`src/rtl/noc_traffic_gen_if.sv`:
```
// Node-to-network lane: packet data with its valid flag, plus the network's
// per-node enable coming back the other way.
interface noc_traffic_gen_if #(
  parameter int DATA_W = 32
);
  logic [DATA_W-1:0] o_data;
  logic              o_data_val;
  logic              i_en;

  modport master (output o_data, output o_data_val, input i_en);
  modport slave  (input o_data, input o_data_val, output i_en);
endinterface

```
`src/rtl/noc_traffic_gen.sv`:
```
// Per-node packet source: paced generation of LFSR packets into a small FIFO
// that drains into one network input lane under the network's enable.
module noc_traffic_gen #(
  parameter int          NODES      = 16,
  parameter int          NODE_ID    = 0,
  parameter int          ID_W       = 4,
  parameter int          SEQ_W      = 8,
  parameter int          PAY_W      = 16,
  parameter int          FIFO_DEPTH = 4,
  parameter logic [15:0] LFSR_SEED  = 16'hACE1
) (
  input  logic              clk,
  input  logic              reset,
  input  logic              i_start,
  input  logic [7:0]        i_inj_period,
  input  logic [15:0]       i_pkt_limit,
  noc_traffic_gen_if.master net,
  output logic [15:0]       o_sent_cnt,
  output logic [15:0]       o_stall_cnt,
  output logic              o_busy,
  output logic              o_done
);
  localparam int DATA_W = 2*ID_W + SEQ_W + PAY_W;
  localparam int PTR_W  = $clog2(FIFO_DEPTH);
  localparam logic [ID_W-1:0] SELF_ID = ID_W'(NODE_ID % NODES);
  localparam logic [ID_W-1:0] ALT_ID  = ID_W'((NODE_ID ^ 1) % NODES);

  localparam logic [1:0] S_IDLE  = 2'd0;
  localparam logic [1:0] S_RUN   = 2'd1;
  localparam logic [1:0] S_DRAIN = 2'd2;
  localparam logic [1:0] S_DONE  = 2'd3;

  logic [1:0]        state;
  logic [7:0]        period_q;
  logic [15:0]       limit_q;
  logic [15:0]       gen_cnt;
  logic [7:0]        timer;
  logic [SEQ_W-1:0]  seq;
  logic [15:0]       lfsr;

  logic [DATA_W-1:0] mem [FIFO_DEPTH];
  logic [PTR_W-1:0]  wr_ptr;
  logic [PTR_W-1:0]  rd_ptr;
  logic [PTR_W:0]    count;

  logic              fifo_full;
  logic              fifo_empty;
  logic              pop;
  logic              push;
  logic              stall;
  logic              period_hit;
  logic              attempt;
  logic              start_ok;
  logic              lfsr_fb;
  logic [ID_W-1:0]   dest_raw;
  logic [ID_W-1:0]   dest;
  logic [DATA_W-1:0] pkt;

  assign fifo_full  = (count == (PTR_W+1)'(FIFO_DEPTH));
  assign fifo_empty = (count == '0);
  assign pop        = !fifo_empty && net.i_en;

  // Periods 0 and 1 both mean an attempt every cycle.
  assign period_hit = (period_q <= 8'd1) || (timer == period_q - 8'd1);
  assign attempt    = (state == S_RUN) && (gen_cnt != limit_q) && period_hit;

  // A simultaneous pop frees a slot, so a full FIFO can still accept a push.
  assign push       = attempt && (!fifo_full || pop);
  assign stall      = attempt && fifo_full && !pop;
  assign start_ok   = i_start && ((state == S_IDLE) || (state == S_DONE));

  assign lfsr_fb    = lfsr[0] ^ lfsr[2] ^ lfsr[3] ^ lfsr[5];
  assign dest_raw   = lfsr[ID_W-1:0];
  assign dest       = (dest_raw == SELF_ID) ? ALT_ID : dest_raw;
  assign pkt        = {dest, SELF_ID, seq, lfsr[PAY_W-1:0]};

  assign net.o_data_val = !fifo_empty;
  assign net.o_data     = fifo_empty ? '0 : mem[rd_ptr];
  assign o_busy         = (state == S_RUN) || (state == S_DRAIN);
  assign o_done         = (state == S_DONE);

  always_ff @(posedge clk or posedge reset) begin
    if (reset) begin
      state       <= S_IDLE;
      period_q    <= '0;
      limit_q     <= '0;
      gen_cnt     <= '0;
      timer       <= '0;
      seq         <= '0;
      lfsr        <= LFSR_SEED;
      o_sent_cnt  <= '0;
      o_stall_cnt <= '0;
    end else begin
      if (pop) o_sent_cnt <= o_sent_cnt + 16'd1;
      case (state)
        S_IDLE, S_DONE: begin
          if (start_ok) begin
            state       <= S_RUN;
            period_q    <= i_inj_period;
            limit_q     <= i_pkt_limit;
            gen_cnt     <= '0;
            timer       <= '0;
            seq         <= '0;
            o_sent_cnt  <= '0;
            o_stall_cnt <= '0;
          end
        end
        S_RUN: begin
          timer <= period_hit ? 8'd0 : timer + 8'd1;
          if (gen_cnt == limit_q) state <= S_DRAIN;
          if (push) begin
            gen_cnt <= gen_cnt + 16'd1;
            seq     <= seq + SEQ_W'(1);
            lfsr    <= {lfsr_fb, lfsr[15:1]};
          end
          if (stall && (o_stall_cnt != 16'hFFFF)) o_stall_cnt <= o_stall_cnt + 16'd1;
        end
        S_DRAIN: begin
          if (fifo_empty) state <= S_DONE;
        end
        default: state <= S_IDLE;
      endcase
    end
  end

  always_ff @(posedge clk or posedge reset) begin
    if (reset) begin
      wr_ptr <= '0;
      rd_ptr <= '0;
      count  <= '0;
      for (int i = 0; i < FIFO_DEPTH; i++) mem[i] <= '0;
    end else begin
      if (push) begin
        mem[wr_ptr] <= pkt;
        wr_ptr      <= wr_ptr + PTR_W'(1);
      end
      if (pop) rd_ptr <= rd_ptr + PTR_W'(1);
      case ({push, pop})
        2'b10:   count <= count + (PTR_W+1)'(1);
        2'b01:   count <= count - (PTR_W+1)'(1);
        default: count <= count;
      endcase
    end
  end
endmodule
```
`src/flat_wrapper.sv`:
```
// flat-port wrapper written by rule: the top's interface ports become plain ports
module noc_traffic_gen_flat 
#(
  parameter int          NODES      = 16,
  parameter int          NODE_ID    = 0,
  parameter int          ID_W       = 4,
  parameter int          SEQ_W      = 8,
  parameter int          PAY_W      = 16,
  parameter int          FIFO_DEPTH = 4,
  parameter logic [15:0] LFSR_SEED  = 16'hACE1
)
  (clk, reset, i_start, i_inj_period, i_pkt_limit, o_sent_cnt, o_stall_cnt, o_busy, o_done, net_o_data, net_o_data_val, net_i_en);
  noc_traffic_gen_if net_i ();
  input  logic clk;
  input  logic reset;
  input  logic i_start;
  input  logic [7:0] i_inj_period;
  input  logic [15:0] i_pkt_limit;
  output logic [15:0] o_sent_cnt;
  output logic [15:0] o_stall_cnt;
  output logic o_busy;
  output logic o_done;
  output wire logic [$bits(net_i.o_data)-1:0] net_o_data;
  output wire logic [$bits(net_i.o_data_val)-1:0] net_o_data_val;
  input wire logic [$bits(net_i.i_en)-1:0] net_i_en;
  assign net_o_data = net_i.o_data;
  assign net_o_data_val = net_i.o_data_val;
  assign net_i.i_en = net_i_en;
  noc_traffic_gen #(.NODES(NODES), .NODE_ID(NODE_ID), .ID_W(ID_W), .SEQ_W(SEQ_W), .PAY_W(PAY_W), .FIFO_DEPTH(FIFO_DEPTH), .LFSR_SEED(LFSR_SEED)) u_core (.clk(clk), .reset(reset), .i_start(i_start), .i_inj_period(i_inj_period), .i_pkt_limit(i_pkt_limit), .net(net_i), .o_sent_cnt(o_sent_cnt), .o_stall_cnt(o_stall_cnt), .o_busy(o_busy), .o_done(o_done));
endmodule
```
`config.mk`:
```
export PLATFORM = sky130hd
export DESIGN_NAME = noc_traffic_gen_flat
export DESIGN_NICKNAME = d
export VERILOG_FILES = /design/src/rtl/noc_traffic_gen_if.sv /design/src/rtl/noc_traffic_gen.sv /design/src/flat_wrapper.sv
export SDC_FILE = /design/constraint.sdc
export NUM_CORES = 1
export LEC_CHECK = 0
export BUFFER_PORTS_ARGS = -buffer_cell sky130_fd_sc_hd__buf_2
export CELL_PAD_IN_SITES_DETAIL_PLACEMENT = 0
export CELL_PAD_IN_SITES_GLOBAL_PLACEMENT = 1
export CORE_MARGIN = 1
export CORE_UTILIZATION = 51
export CTS_BUF_LIST = sky130_fd_sc_hd__clkbuf_8
export DETAILED_ROUTE_END_ITERATION = 12
export GPL_TIMING_DRIVEN = 0
export PLACE_DENSITY = 0.81
export SLEW_MARGIN = 10
export SYNTH_ARGS = -nofsm -noshare
export SYNTH_HDL_FRONTEND = slang
export SYNTH_SLANG_ARGS = --single-unit
```
`constraint.sdc`:
```
create_clock -name clk -period 9.45 [get_ports clk]
set_clock_uncertainty 0.15 [all_clocks]
set_input_delay 1.89 -clock clk [delete_from_list [all_inputs] [get_ports clk]]
set_output_delay 1.89 -clock clk [all_outputs]
set_load 0.02 [all_outputs]
```
==> summary.txt, run 1 <==
Run status
  – Outcome: complete, no violations

Pwr
  – Power per cell area: 219 nW/um^2
  – Design Power: 0.00273 W
  – Static leakage: 6.07 nW
  – Max VDD drop: 190 uV

Clock network
  – Hold_buf cts: 0
  – H-tree depth: 2
  – CTS resizes: 0
  – Post-CTS Setup Inserts: 0
  – Worst-path clk slew: 0.06 ns
  – Root buf cell: clkbuf_8
  – Clock Latency Late Sink: 0.53 ns
  – CTS Buffer Depth: 3
  – CTS tree: yes
  – Number of CTS-inserted buffers: 40
  – TritonCTS Sinks: 225

Yosys
  – Leading area contributor after synthesis: dfrtp_1
  – Post-Syn Area per Cell: 12.7 sq um
  – Post-Synthesis Cells: 862
  – Post-synth EDFFs: 0
  – Synth Register Bits: 225
  – Synth async-reset ratio: 1.00
  – Synth unique cells: 61
  – Yosys top cell area share: 0.498
  – Synth area leaders: dfrtp_1 50%, mux2_2 14%, mux4_2 5.8%
  – Main synth FF type: dfrtp_1
  – Synth Warn #: 0
  – Seq/Total Area, Yosys: 0.517
  – Synthesized cell area: 10,900 sq um

Drt
  – Drt drc: 0
  – Vias: 7,150
  – WL/cell: 17.3 um
  – Initial DRC Count: 289
  – Vias per cell: 5.51
  – Routed WL: 22.4 mm
  – DRT Pass-1 Iters: 4
  – Antenna Nets Post-Route: 0

Global routing
  – Largest net degree at the start of global routing: 115
  – First-pass GRT wire length: 37.7 mm
  – GRT Overall Usage: 0.216
  – Overflow after GRT: 0
  – Vias in the first global route: 7,218
  – Initial antenna violation count: 0

Worst setup path
  – CP delay by family, top: buffers and inverters
  – Worst EP arrival: 2.73 ns
  – RR Startpoint: u_core.gen_cnt[1]$_DFFE_PP0P_
  – Crit path capture type: primary output
  – Worst path slowest cell: buf_1
  – R2r endpoint: u_core.o_stall_cnt[5]$_DFFE_PP0P_
  – CP cell instances: clkbuf_1 -> buf_1 -> mux4_2 -> and2_1 -> buf_2
  – WS Path Type: flop to primary output
  – CP bufs+invs: 3
  – Reg2reg setup slack: 5.75 ns
  – Crit Path Max Fanout: 10
  – CP startpoint kind: flop
  – Data required, critical path: 7.41 ns
  – Reg2reg path depth: 9
  – Worst path max stage delay: 0.59 ns

Layout
  – Most frequent cells in the layout: 217 x dfrtp_1, 134 x mux2_2, 95 x buf_2
  – Area grow syn2layout: 14.5%
  – ANT cells: 0
  – FF/Latch Area: 5640 sq um
  – Nets: 1,043
  – Most common cell after layout, fill and taps aside: dfrtp_1
  – Share of cells above drive strength 1: 0.334
  – Multi-input gate area: 4950 sq um
  – Fillers: 1,800

Timing
  – Fin. Hold Viols: 0
  – Final Max Slew Viols: 0
  – Hold Slack: 0.340 ns
  – # setup viols final: 0
  – Final min period: 4.77 ns
  – Unrepaired setup endpoints after global routing: false
  – Slew HR: 0.159
  – Max Clk Rate: 0.210 GHz
  – Final period util: 0.505
  – Slew @ Worst Pin: 1.25 ns
  – Worst Slack Setup Final: 4.68 ns

Floorplan
  – DIE AREA: 22,000 sq um
  – Die Ht: 148 um
  – Die X-Extent: 148 um
  – Std cell rows: 53
  – I/O pin count: 95
  – Core Box Area: 21,000 sq um
  – Starting density of the core: 0.519

Placed design
  – Port-buffer cells: 90
  – Detail Placement HPWL: 14.8 mm
  – GP Congestion: 0.762
  – DP Worst Slack: 4.85 ns

Hold path
  – Worst Hold Path Cells: 1
  – Worst min path class: flop to flop
  – Worst Hold End: u_core.mem[19]$_DFFE_PP0P_
  – Min-delay src: u_core.mem[19]$_DFFE_PP0P_

Flow run
  – Max Cap Viol: 0
-- worst register-to-register path, stage by stage, from the launching register on --
cell and delay (ns):
dfrtp_1 0.43, xnor2_1 0.24, nand4_1 0.11, o41ai_1 1.09, inv_1 0.32, o211ai_1 0.43
buf_2 0.33, buf_2 0.24, o21ai_0 0.12, a21oi_1 0.15
-- area by class of cell --
class | instances | area share
Buffer | 47 | 0.0206
Sequential cell | 225 | 0.452
Multi-Input combinational cell | 576 | 0.397
Clock inverter | 20 | 0.00722
Clock buffer | 47 | 0.0518
Tap cell | 275 | 0.0276
Inverter | 17 | 0.00571
Timing Repair Buffer | 91 | 0.0383
-- synth_stat cells, types with 11 or more instances --
cell and n:
nor3_1 12, nand2_1 45, clkbuf_1 24, ha_1 16, o21ai_0 30, xor2_1 17, inv_1 17, mux2_1 16
and2_1 31, or3_1 19, a21oi_1 30, nand3_1 25, mux2_2 134, xnor2_1 31, mux4_2 28, nand4_1 13
nor2_1 23, and3_1 11, dfrtp_1 217
-- kinds of logic (layout without fill, tap and decap cells) --
logic type / after synthesis / count (layout) / synth area share
other: 1 / 4 / 0.000344
adder cells (fa/ha/maj): 17 / 17 / 0.0202
multiplexers: 188 / 188 / 0.222
AND/OR/NAND/NOR: 217 / 217 / 0.110
flip-flops: 225 / 225 / 0.517
XOR/XNOR: 48 / 48 / 0.0385
buffers and inverters: 64 / 222 / 0.0295
AO/OA/AOI/OAI: 102 / 102 / 0.0620
-- how the worst max path moves through the flow --
stage	from	end	slack [ns]	cells past startpoint
floorplan	reset	u_core.count[0]$_DFFE_PP0P_	1.26	1
global placement	reset	u_core.o_sent_cnt[10]$_DFF_PP0_	-1.48	2
detailed placement	net_i_en	u_core.o_stall_cnt[5]$_DFFE_PP0P_	4.85	8
CTS	u_core.rd_ptr[1]$_DFFE_PP0P_	net_o_data[16]	4.61	5
global route	u_core.rd_ptr[1]$_DFFE_PP0P_	net_o_data[16]	4.54	5
finish	u_core.rd_ptr[1]$_DFFE_PP0P_	net_o_data[15]	4.68	5
-- power by group --
group | switching (W) | internal [W]
Clock | 0.000387 | 0.000450
Combinational | 0.000424 | 0.000297
Sequential | 0.000102 | 0.00107
Total | 0.000913 | 0.00182
-- layer usage --
metal / wire (um) / GRT usage / vias to the layer above / part of all wire
met2: 10700 / 0.342 / 110 / 0.48
met5: 0 / 0 / - / 0
li1: - / - / 3411 / -
met4: 334 / 0.0644 / 0 / 0.015
met1: 10600 / 0.304 / 3600 / 0.47
met3: 747 / 0.0365 / 29 / 0.033
-- through the flow --
stage	area (sq um)	util	instances	TNS, ns
global placement	11700	0.557	1230	-318.25
floorplan	10900	-	865	0
global route	12500	0.594	1298	0
finish	12500	0.594	1298	0
CTS	12500	0.594	1298	0
detailed placement	11700	0.559	1231	0
-- registers in the layout, summed over array words and instances (netlist names), 8 cells and up --
| signal | flops |
|---|---|
| u_core.o_stall_cnt | 16 |
| u_core.limit_q | 16 |
| u_core.o_sent_cnt | 16 |
| u_core.lfsr | 16 |
| u_core.timer | 8 |
| u_core.mem | 112 |
| u_core.seq | 8 |
| u_core.gen_cnt | 16 |
| u_core.period_q | 8 |
No activity file was read; power rests on OpenSTA's default activity.
==> run 2: changes to the inputs <==
--- a/config.mk
+++ b/config.mk
@@ -5,15 +5,16 @@
 export SDC_FILE = /design/constraint.sdc
 export NUM_CORES = 1
 export LEC_CHECK = 0
+export ABC_AREA = 1
 export BUFFER_PORTS_ARGS = -buffer_cell sky130_fd_sc_hd__buf_2
 export CELL_PAD_IN_SITES_DETAIL_PLACEMENT = 0
 export CELL_PAD_IN_SITES_GLOBAL_PLACEMENT = 1
 export CORE_MARGIN = 1
-export CORE_UTILIZATION = 51
+export CORE_UTILIZATION = 46
 export CTS_BUF_LIST = sky130_fd_sc_hd__clkbuf_8
 export DETAILED_ROUTE_END_ITERATION = 12
 export GPL_TIMING_DRIVEN = 0
-export PLACE_DENSITY = 0.81
+export PLACE_DENSITY = 0.8
 export SLEW_MARGIN = 10
 export SYNTH_ARGS = -nofsm -noshare
 export SYNTH_HDL_FRONTEND = slang
==> constraint.sdc (replaced) <==
create_clock -name clk -period 4.7 [get_ports clk]
set_clock_uncertainty 0.15 [all_clocks]
set_input_delay 0.94 -clock clk [delete_from_list [all_inputs] [get_ports clk]]
set_output_delay 0.94 -clock clk [all_outputs]
set_load 0.02 [all_outputs]
==> summary.txt, run 2 <==
Run status
  – Outcome: complete, no violations

Timing
  – Unrepaired setup endpoints after global routing: false
  – # setup viols final: 0
  – Fin. Hold Viols: 0
  – Final Max Slew Viols: 0
  – Worst Slack Setup Final: 1.03 ns
  – Slew HR: 0.509
  – Slew @ Worst Pin: 0.734 ns
  – Max Clk Rate: 0.273 GHz
  – Final min period: 3.67 ns
  – Final period util: 0.780

Global routing
  – Overflow after GRT: 0
  – Vias in the first global route: 9,527
  – First-pass GRT wire length: 50.1 mm
  – Largest net degree at the start of global routing: 37
  – Initial antenna violation count: 0
  – GRT Overall Usage: 0.245

Worst setup path
  – Reg2reg setup slack: 1.82 ns
  – RR Startpoint: u_core.period_q[0]$_DFFE_PP0P_
  – Crit path capture type: primary output
  – Data required, critical path: 3.61 ns
  – WS Path Type: flop to primary output
  – CP startpoint kind: flop
  – R2r endpoint: u_core.mem[61]$_DFFE_PP0P_
  – Crit Path Max Fanout: 10
  – Reg2reg path depth: 16
  – Worst EP arrival: 2.58 ns

Yosys
  – Most frequent cell after synthesis: nand2_1
  – Synth unique cells: 44
  – Synth Register Bits: 225
  – Leading area contributor after synthesis: dfrtp_1
  – Yosys top cell area share: 0.476
  – Post-Synthesis Cells: 1,437
  – Post-synth EDFFs: 0
  – Synth Warn #: 0
  – Post-Syn Area per Cell: 7.93 sq um
  – Synth async-reset ratio: 1.00
  – Synth area leaders: dfrtp_1 48%, nand2_1 13%, o21ai_0 6.7%
  – Seq/Total Area, Yosys: 0.495
  – Synthesized cell area: 11,400 sq um
  – Most frequent cells after synthesis: 391 x nand2_1, 217 x dfrtp_1, 153 x o21ai_0
  – Main synth FF type: dfrtp_1

Layout
  – ANT cells: 0
  – Most frequent cells in the layout: 391 x nand2_1, 217 x dfrtp_1, 153 x o21ai_0
  – Biggest register: u_core.mem
  – Share of cells above drive strength 1: 0.135
  – Most common cell after layout, fill and taps aside: nand2_1
  – Nets: 1,625
  – Largest register FFs: 112
  – Final non-filler cell total: 1,933
  – Area grow syn2layout: 16.3%

Floorplan
  – Core Box Area: 24,300 sq um
  – Die X-Extent: 159 um
  – DIE AREA: 25,400 sq um
  – I/O pin count: 95
  – Die Ht: 159 um
  – Starting density of the core: 0.469
  – Std cell rows: 57

Hold path
  – Worst Hold End: u_core.o_sent_cnt[15]$_DFF_PP0_
  – Worst Hold Path Cells: 1
  – Worst min path class: flop to flop
  – Min-delay src: u_core.o_sent_cnt[15]$_DFF_PP0_

Drt
  – Drt drc: 0
  – WL/cell: 15.4 um
  – Routed WL: 29.8 mm
  – Antenna Nets Post-Route: 0
  – DRT Pass-1 Iters: 7
  – Vias: 9,847
  – Initial DRC Count: 746
  – Vias per cell: 5.09

Flow run
  – Max Cap Viol: 0

Clock network
  – CTS tree: yes
  – TritonCTS Sinks: 225
  – CTS resizes: 0
  – Number of CTS-inserted buffers: 41
  – Worst-path clk slew: 0.06 ns
  – Root buf cell: clkbuf_8
  – Hold_buf cts: 0
  – Post-CTS Setup Inserts: 0
  – Clock Latency Late Sink: 0.54 ns
  – H-tree depth: 2
  – CTS Buffer Depth: 3

Placed design
  – Placed cells: 1,861
  – GP Congestion: 0.812
  – Port-buffer cells: 90
  – DP Worst Slack: 1.61 ns
  – Detail Placement HPWL: 21.3 mm

Pwr
  – Static leakage: 6.77 nW
  – Power per cell area: 577 nW/um^2
  – Max VDD drop: 410 uV
[run 2: cell count changes after synthesis, moves of 16 or more]
cell,change
nand2_1,+346
mux2_2,-134
o21ai_0,+123
inv_1,+122
o21ai_1,+71
a21oi_1,+69
nor2_1,+59
and2_1,-31
mux4_2,-28
nand3_1,+28
or3_1,-19
xnor2_1,-18
xor2_1,+17
mux2_1,-16
[run 2: critical path: stages (launching register included)]
cell      delay (ns)
dfrtp_1         0.40
inv_1           0.09
clkbuf_1        0.43
buf_1           0.55
a21oi_1         0.14
o21ai_0         0.11
a21oi_1         0.13
buf_2           0.20
[run 2: worst max path at each step]
stage / start / endpoint / cells after the start
3_3_place_gp: reset / u_core.limit_q[10]$_DFFE_PP0P_ / 2
3_5_place_dp: u_core.rd_ptr[0]$_DFFE_PP0P_ / net_o_data[2] / 6
6_report: u_core.rd_ptr[0]$_DFFE_PP0P_ / net_o_data[23] / 7
4_1_cts: u_core.rd_ptr[0]$_DFFE_PP0P_ / net_o_data[2] / 6
2_1_floorplan: reset / u_core.count[0]$_DFFE_PP0P_ / 1
5_1_grt: u_core.rd_ptr[0]$_DFFE_PP0P_ / net_o_data[2] / 6
[run 2: final cells by class]
class / instances / area (sq um)
Clock inverter: 19 / 106
Buffer: 78 / 409
Tap cell: 324 / 405
Inverter: 145 / 549
Timing Repair Buffer: 97 / 598
Sequential cell: 225 / 5640
Multi-Input combinational cell: 992 / 4820
Fill cell: 2399 / 11100
Clock buffer: 53 / 729
[run 2: cell families after synthesis]
kind of cell / count (synthesis) / synth area share
DFF: 225 / 0.495
and+or+nand+nor: 586 / 0.214
xor gates and xnor gates: 47 / 0.0361
buffers and inverters: 223 / 0.0837
other: 1 / 0.000329
AOI/OAI and AO/OA: 337 / 0.150
adders and majority gates: 17 / 0.0193
muxes: 1 / 0.000878
[run 2: metal layers]
metal	share of wire	GRT usage
met2	0.48	0.403
met3	0.047	0.0365
met1	0.46	0.336
met5	0	0
met4	0.018	0.0682
[run 2: report_power, final]
part / internal (W) / switching, W
registers: 0.00239 / 0.000259
logic: 0.000942 / 0.00218
clock network: 0.00106 / 0.000820
[run 2: stage by stage]
| step | hold WS, ns | area (sq um) | utilization | setup TNS (ns) | power, W |
|---|---|---|---|---|---|
| 2_1_floorplan | 0.291 | 11400 | - | 0 | 0.00479 |
| 3_3_place_gp | 0.304 | 12300 | 0.505 | -195.75 | 0.00575 |
| 3_5_place_dp | 0.300 | 12400 | 0.511 | 0 | 0.00582 |
| 4_1_cts | 0.310 | 13300 | 0.545 | 0 | 0.00773 |
| 5_1_grt | 0.339 | 13300 | 0.545 | 0 | 0.00824 |
| 6_report | 0.312 | 13300 | 0.545 | 0 | 0.00765 |
